## src/rtl/rc4_pkg.sv

```systemverilog
// Shared types and helpers for the RC4 key-scheduling block.
package rc4_pkg;
  localparam int S_DEPTH = 256;
  localparam int KEY_W   = 24;

  typedef enum logic [2:0] {
    INIT, RD_I, LATCH_I, RD_J, LATCH_J, WR_I, WR_J, DONE
  } state_t;

  // Hex digit to active-low segment pattern, bit0=a .. bit6=g.
  function automatic logic [6:0] seg7(input logic [3:0] d);
    case (d)
      4'h0: seg7 = 7'h40;
      4'h1: seg7 = 7'h79;
      4'h2: seg7 = 7'h24;
      4'h3: seg7 = 7'h30;
      4'h4: seg7 = 7'h19;
      4'h5: seg7 = 7'h12;
      4'h6: seg7 = 7'h02;
      4'h7: seg7 = 7'h78;
      4'h8: seg7 = 7'h00;
      4'h9: seg7 = 7'h10;
      4'hA: seg7 = 7'h08;
      4'hB: seg7 = 7'h03;
      4'hC: seg7 = 7'h46;
      4'hD: seg7 = 7'h21;
      4'hE: seg7 = 7'h06;
      default: seg7 = 7'h0E;
    endcase
  endfunction
endpackage

```

## src/rtl/s_memory.sv

```systemverilog
// 256x8 single-port synchronous RAM holding the RC4 state array.
module s_memory
  import rc4_pkg::*;
(
  input  logic       clk,
  input  logic [7:0] addr,
  input  logic [7:0] data,
  input  logic       wren,
  output logic [7:0] q
);
  logic [7:0] mem [0:S_DEPTH-1];

  always_ff @(posedge clk) begin
    if (wren) mem[addr] <= data;
    q <= mem[addr];
  end
endmodule

```

## src/rtl/rc4_ksa.sv

```systemverilog
// RC4 key scheduling over a 256-byte S array; key from switches, shown on HEX.
module rc4_ksa
  import rc4_pkg::*;
(
  input  logic       CLOCK_50,
  input  logic [3:0] KEY,
  input  logic [9:0] SW,
  output logic [9:0] LEDR,
  output logic [6:0] HEX0,
  output logic [6:0] HEX1,
  output logic [6:0] HEX2,
  output logic [6:0] HEX3,
  output logic [6:0] HEX4,
  output logic [6:0] HEX5
);
  logic clk, rst_n;
  assign clk   = CLOCK_50;
  assign rst_n = KEY[3];

  logic unused_keys;
  assign unused_keys = &{1'b0, KEY[2:0]};

  state_t           state, state_nx;
  logic [7:0]       i, j, si, sj;
  logic [1:0]       kidx;
  logic [KEY_W-1:0] key_q, secret;
  logic [7:0]       kb;
  logic [7:0]       addr, data, q;
  logic             wren, busy, done;

  assign secret = {14'b0, SW};

  // kidx tracks i mod 3 so no divider is needed
  always_comb begin
    case (kidx)
      2'd0:    kb = key_q[23:16];
      2'd1:    kb = key_q[15:8];
      default: kb = key_q[7:0];
    endcase
  end

  always_ff @(posedge clk or negedge rst_n) begin
    if (!rst_n) state <= INIT;
    else        state <= state_nx;
  end

  always_comb begin
    state_nx = state;
    case (state)
      INIT:    if (i == 8'hFF) state_nx = RD_I;
      RD_I:    state_nx = LATCH_I;
      LATCH_I: state_nx = RD_J;
      RD_J:    state_nx = LATCH_J;
      LATCH_J: state_nx = WR_I;
      WR_I:    state_nx = WR_J;
      WR_J:    state_nx = (i == 8'hFF) ? DONE : RD_I;
      default: state_nx = DONE;
    endcase
  end

  always_comb begin
    addr = i;
    data = i;
    wren = 1'b0;
    case (state)
      INIT: wren = 1'b1;
      RD_J: addr = j;
      WR_I: begin data = sj; wren = 1'b1; end
      WR_J: begin addr = j; data = si; wren = 1'b1; end
      default: ;
    endcase
  end

  always_ff @(posedge clk or negedge rst_n) begin
    if (!rst_n) begin
      i     <= '0;
      j     <= '0;
      si    <= '0;
      sj    <= '0;
      kidx  <= '0;
      key_q <= '0;
      busy  <= 1'b0;
      done  <= 1'b0;
    end else begin
      busy <= (state_nx != DONE);
      done <= (state_nx == DONE);
      case (state)
        // i wraps 255->0 naturally, leaving the KSA phase starting at i=0
        INIT: begin
          key_q <= secret;
          i     <= i + 8'd1;
          j     <= '0;
          kidx  <= '0;
        end
        LATCH_I: begin
          si <= q;
          j  <= j + q + kb;
        end
        LATCH_J: sj <= q;
        WR_J: if (i != 8'hFF) begin
          i    <= i + 8'd1;
          kidx <= (kidx == 2'd2) ? 2'd0 : kidx + 2'd1;
        end
        default: ;
      endcase
    end
  end

  s_memory u_mem (
    .clk  (clk),
    .addr (addr),
    .data (data),
    .wren (wren),
    .q    (q)
  );

  assign LEDR = {8'b0, busy, done};
  assign HEX0 = seg7(key_q[3:0]);
  assign HEX1 = seg7(key_q[7:4]);
  assign HEX2 = seg7(key_q[11:8]);
  assign HEX3 = seg7(key_q[15:12]);
  assign HEX4 = seg7(key_q[19:16]);
  assign HEX5 = seg7(key_q[23:20]);
endmodule

```

## config.mk

```make
export PLATFORM = sky130hd
export DESIGN_NAME = rc4_ksa
export DESIGN_NICKNAME = d
export VERILOG_FILES = /design/src/rtl/rc4_pkg.sv /design/src/rtl/s_memory.sv /design/src/rtl/rc4_ksa.sv
export SDC_FILE = /design/constraint.sdc
export NUM_CORES = 1
export LEC_CHECK = 0
export CAP_MARGIN = 40
export CORE_MARGIN = 2
export CORE_UTILIZATION = 44
export DETAILED_ROUTE_END_ITERATION = 6
export GPL_TIMING_DRIVEN = 0
export PLACE_DENSITY = 0.8
export SYNTH_ARGS = -nofsm -noshare
export SYNTH_HDL_FRONTEND = slang
export SYNTH_SLANG_ARGS = --single-unit
```

## constraint.sdc

```tcl
create_clock -name CLOCK_50 -period 2.3 [get_ports CLOCK_50]
set_input_delay 0.46 -clock CLOCK_50 [delete_from_list [all_inputs] [get_ports CLOCK_50]]
set_output_delay 0.46 -clock CLOCK_50 [all_outputs]
set_load 0.02 [all_outputs]
```

Word-level counts from Yosys, hierarchy flattened
Memory sizes are Yosys's and may differ from the RTL's. Index checks and enable logic that the tools add are counted.

Word-level logic and storage cells: 31. Bits in read-only memories: 672. Memories: 6. Output and inout bits: 52. Bits in registers: 23.

Reductions and logical operators: 3. Add/subtract/negate cells: 1. Equality and inequality tests: 11. Mux-type cells: 5.

Memory list: (name not given) (words 16, bits a word 7, rd ports 1, clocked after memory_dff 0, write ports 0, line rc4_pkg.sv:12) `case (d)`; (name not given) (words 16, bits a word 7, rd ports 1, clocked after memory_dff 0, write ports 0, line rc4_pkg.sv:12); (name not given) (words 16, bits a word 7, rd ports 1, clocked after memory_dff 0, write ports 0, line rc4_pkg.sv:12); (name not given) (words 16, bits a word 7, rd ports 1, clocked after memory_dff 0, write ports 0, line rc4_pkg.sv:12); (name not given) (words 16, bits a word 7, rd ports 1, clocked after memory_dff 0, write ports 0, line rc4_pkg.sv:12); (name not given) (words 16, bits a word 7, rd ports 1, clocked after memory_dff 0, write ports 0, line rc4_pkg.sv:12).

Operators with widths (number): 3-bit case mux with 7 select lines (1); 8-bit case mux with 2 select lines (1); 3-bit equality test (second input constant) (4); 8-bit by 1-bit adder with 8-bit output (second input constant) (1); 8-bit equality test (second input constant) (1); 8-bit 2-to-1 mux (1); 8-bit != test (second input constant) (1); 3-bit by 2-bit equality test with 1-bit output (second input constant) (2); 3-bit 2-to-1 mux (2); 3-bit by 1-bit equality test with 1-bit output (second input constant) (1); 3-bit zero test (1); 3-bit != test (second input constant) (1); 2-bit != test (second input constant) (1); 2-bit AND reduction (1); 2-bit nonzero test (1).

Depth between registers and ports, before layout
Word-level depth: 4. Gate-level depth with buffers: 5. Gate-level depth less buffers: 5.

Least setup slack after synthesis
OpenSTA, ideal clock, no wires.

Path kind: reg2out. From: reg key_q[5]. To: out HEX1[3]. Slack: 500 ps. Cell stages (with the launch flop): 6. Data arrival time: 1340 ps. Cells stage by stage: dfrtp_1 inv_1 ha_1 nor2b_1 nor3_1 a31oi_1.

Longest elaborated chain between the ends: 1.

RTL lines: from (decl) (line rc4_ksa.sv:26) `logic [KEY_W-1:0] key_q, secret;`; from (signal assigned) (line rc4_ksa.sv:90) `key_q <= secret;`; memory 16 x 7 bit; to (decl) (line rc4_ksa.sv:10) `output logic [6:0] HEX1,`.

No other way between the ends.

Final worst setup path
From: reg key_q[1]. To: out HEX0[3].

Longest elaborated chain between the ends: 1.

RTL lines: memory 16 x 7 bit; to (decl) (line rc4_ksa.sv:9) `output logic [6:0] HEX0,`.

No other way between the ends.

==> impl_metrics.yaml <==
place:
  post-place-ws_ns: -0.0464
  place_area_um2: 2280
  detailed_place_hpwl_um: 2610
  place_inst: 301
  finalWeightedCongestion: 0.783
  buffer_ports.inserted: 33
sta:
  fin_skew_ns: 0.00302
  timing_max_transition_violations_final: 0
  timing.final.crit_period_ns: 2.19
  timing.final.ws_setup_ns: 0.112
  final.period_utilization_pct: 95.1
  fmax_mhz: 457
  finalHoldViolations: 0
  worst_pin_slew_ns: 0.523
  setup_viol: 0
  unrepaired_setup_endpoints_after_global_routing: "false"
  relSlewSlack_pct: 64.9
  timing.setup.tns_ns: 0
  hold-worst-slack_ns: 0.496
global_route:
  gr-total-overflow: 0
  grt_pass1_wl_um: 5340
  number_of_global_route_vias_before_repair: 1239
  grt_start_max_net_pins: 18
  global_route.usage.total_pct: 15.2
  grt_antenna_before_repair: 0
floorplan:
  fp.dieW_um: 67.3
  die-area_um2: 4530
  die_h_um: 67.3
  floorplan.initialDensity_pct: 47.1
  num_rows: 22
  core_um2: 3740
  boundaryPins: 67
worst_setup_path:
  timing.reg2reg.setup_slack_ns: 0.52
  reg_to_reg_critical_path_endpoint: "i[5]$_DFFE_PN0P_"
  criticalPathCategory: "flip-flop to output pin"
  worst_ep_arrival_time_ns: 1.73
  worstPathMaxFanout: 5
  worstReg2RegStart: "i[1]$_DFFE_PN0P_"
  crit_required_ns: 1.84
  critPathLaunchType: "flip-flop"
  cp-endpoint: "HEX0[3]"
  cp-end-kind: "output pin"
  cell_depth_of_the_worst_flop_to_flop_path: 5
  timing.critical_path.from: "key_q[1]$_DFFE_PN0P_"
power_and_ir_drop:
  fin_total_pwr_mw: 0.948
  pwr-share-clk_pct: 26.8
  total_net_switching_power_mw: 0.292
  pwr_density_cell_nw_per_um2: 409
  p_seq_share_pct: 44.9
  switching_share_pct: 30.9
  internal_power_mw: 0.655
  static-leakage-power_nw: 1.19
  ir_worst_vdd_mv: 0.349
  comb_power_share_pct: 28.3
routing:
  detail_route.wirelength_um: 3320
  final_antenna_net_count: 0
  routed-via-count: 1397
  route.met2.wl_um: 1650
  topRoutingLayerUsed: "met4"
  routed_len_inst_um: 10.9
  detail_route.wirelength.met1_um: 1460
  initial_drc_count: 56
  drc: 0
  routed-wl-met3_um: 180
  drt_first_pass_iters: 4
  vias_cell: 4.57
cts:
  clock_tree.root_cell: "sky130_fd_sc_hd__clkbuf_8"
  cts_made_buffers: 3
  htreeDepth: 1
  clock_latency_ns: 0.27
  cts_buffer_depth: 2
  cts_tree: "done"
  cts.sink_count: 23
  clkTransAtPathRegs_ns: 0.08
  holdBufCountCts: 0
worst_hold_path:
  timing.hold.worst.class: "primary input to asynchronous set/reset pin"
cells_and_area:
  nets: 287
  final_common_cell: "sky130_fd_sc_hd__buf_4"
  finish.instance_area_um2: 2320
  area_delta_synth_final_pct: 31.6
  drive_gt1_share_pct: 26.7
  antenna_cells_inserted: 0
  finish.utilization_pct: 61.9
  most-common-layout-cells: "sky130_fd_sc_hd__buf_4 (35), sky130_fd_sc_hd__conb_1 (30), sky130_fd_sc_hd__dfrtp_1 (21), sky130_fd_sc_hd__clkdlybuf4s50_1 (19), sky130_fd_sc_hd__o21ai_0 (17)"
  stdcell_count: 306
logic_synthesis:
  synthesis.yosys.warnings: 0
  seq_area_frac_synth_pct: 32.7
  synthesis.area_per_instance_um2: 9.22
  synth_cell_types: 42
  synth.cell_area_um2: 1760
  syn-instance-count: 191
  synth_edf_count: 0
  async_flop_share_pct: 100
  yosys_register_bits: 23
  synth-main-ff-cell: "sky130_fd_sc_hd__dfrtp_1"
outcome:
  status: "complete, no violations"
flow_run:
  drv.max_cap_violation_count: 0
## Yosys cell counts, types with 3 or more instances
cell / n / area share [%]
sky130_fd_sc_hd__o21ai_0: 17 / 4.8
sky130_fd_sc_hd__ha_1: 13 / 9.2
sky130_fd_sc_hd__nand4_1: 4 / 1.4
sky130_fd_sc_hd__xnor2_1: 6 / 3.0
sky130_fd_sc_hd__nand2_1: 16 / 3.4
sky130_fd_sc_hd__nor2_1: 6 / 1.3
sky130_fd_sc_hd__mux2_2: 4 / 2.6
sky130_fd_sc_hd__inv_1: 8 / 1.7
sky130_fd_sc_hd__or3_1: 3 / 1.1
sky130_fd_sc_hd__mux2i_1: 7 / 4.0
sky130_fd_sc_hd__nor2b_1: 3 / 1.1
sky130_fd_sc_hd__buf_4: 34 / 14
sky130_fd_sc_hd__buf_2: 5 / 1.4
sky130_fd_sc_hd__dfrtp_1: 23 / 33
sky130_fd_sc_hd__a21oi_1: 7 / 2.0
## layer usage
metal | up-vias | global-route usage (%)
met2 | 36 | 28.0
met5 | - | 0
met4 | 0 | 3.83
met3 | 3 | 3.33
met1 | 638 | 17.9
li1 | 720 | -
## state kept, by name (all words and copies together), names as in the netlist
| register | cells |
|---|---|
| busy | 1 |
| done | 1 |
| state | 3 |
| i | 8 |
| key_q | 10 |
## power by group through the flow
| stage | sequential (mW) | combinational, mW | clock (mW) |
|---|---|---|---|
| finish | 0.425 | 0.268 | 0.254 |
| global route | 0.427 | 0.292 | 0.278 |
| CTS | 0.425 | 0.266 | 0.261 |
| detailed placement | 0.432 | 0.282 | 0 |
| global placement | 0.432 | 0.274 | 0 |
| floorplan | 0.430 | 0.185 | 0 |
## kinds of logic (layout without fill, tap and decap cells)
kind of cell    Yosys count  count (layout)  synth area share (%)
buf+inv                  51              90                  18.9
simple gates             48              48                  14.8
other cells               2              30                 0.426
compound gates           34              34                  12.1
fa+ha+maj                13              13                  9.23
xor+xnor                  8               8                  3.98
flops                    23              23                  32.7
mux                      12              12                  7.81
## final cells by class
type	count	area (um^2)
Buffer	42	299
Inverter	9	33.8
Clock inverter	1	5.00
Fill cell	348	1430
Sequential cell	23	578
Multi-Input combinational cell	145	966
Tap cell	48	60.1
Timing Repair Buffer	35	335
Clock buffer	3	41.3
## worst max-delay path: stages, from the launching register on
cell and delay [ns]:
sky130_fd_sc_hd__dfrtp_1 0.43, sky130_fd_sc_hd__inv_2 0.09, sky130_fd_sc_hd__ha_1 0.30, sky130_fd_sc_hd__inv_1 0.04, sky130_fd_sc_hd__mux4_2 0.44, sky130_fd_sc_hd__buf_2 0.17
## repair_timing
action,in CTS,in global routing
endpoints found under the setup margin,14,6
gates resized for setup,23,11
setup buffers,0,1
## worst min path at each step
stage | start | end | slack [ns]
2_1_floorplan | KEY[3] | busy$_DFF_PN0_ | 0.16
3_3_place_gp | i[6]$_DFFE_PN0P_ | i[6]$_DFFE_PN0P_ | 0.47
3_5_place_dp | i[0]$_DFFE_PN0P_ | i[0]$_DFFE_PN0P_ | 0.49
4_1_cts | KEY[3] | state[1]$_DFF_PN0_ | 0.51
5_1_grt | i[6]$_DFFE_PN0P_ | i[6]$_DFFE_PN0P_ | 0.52
6_report | KEY[3] | state[1]$_DFF_PN0_ | 0.50
(Power assumes the default switching activity.)
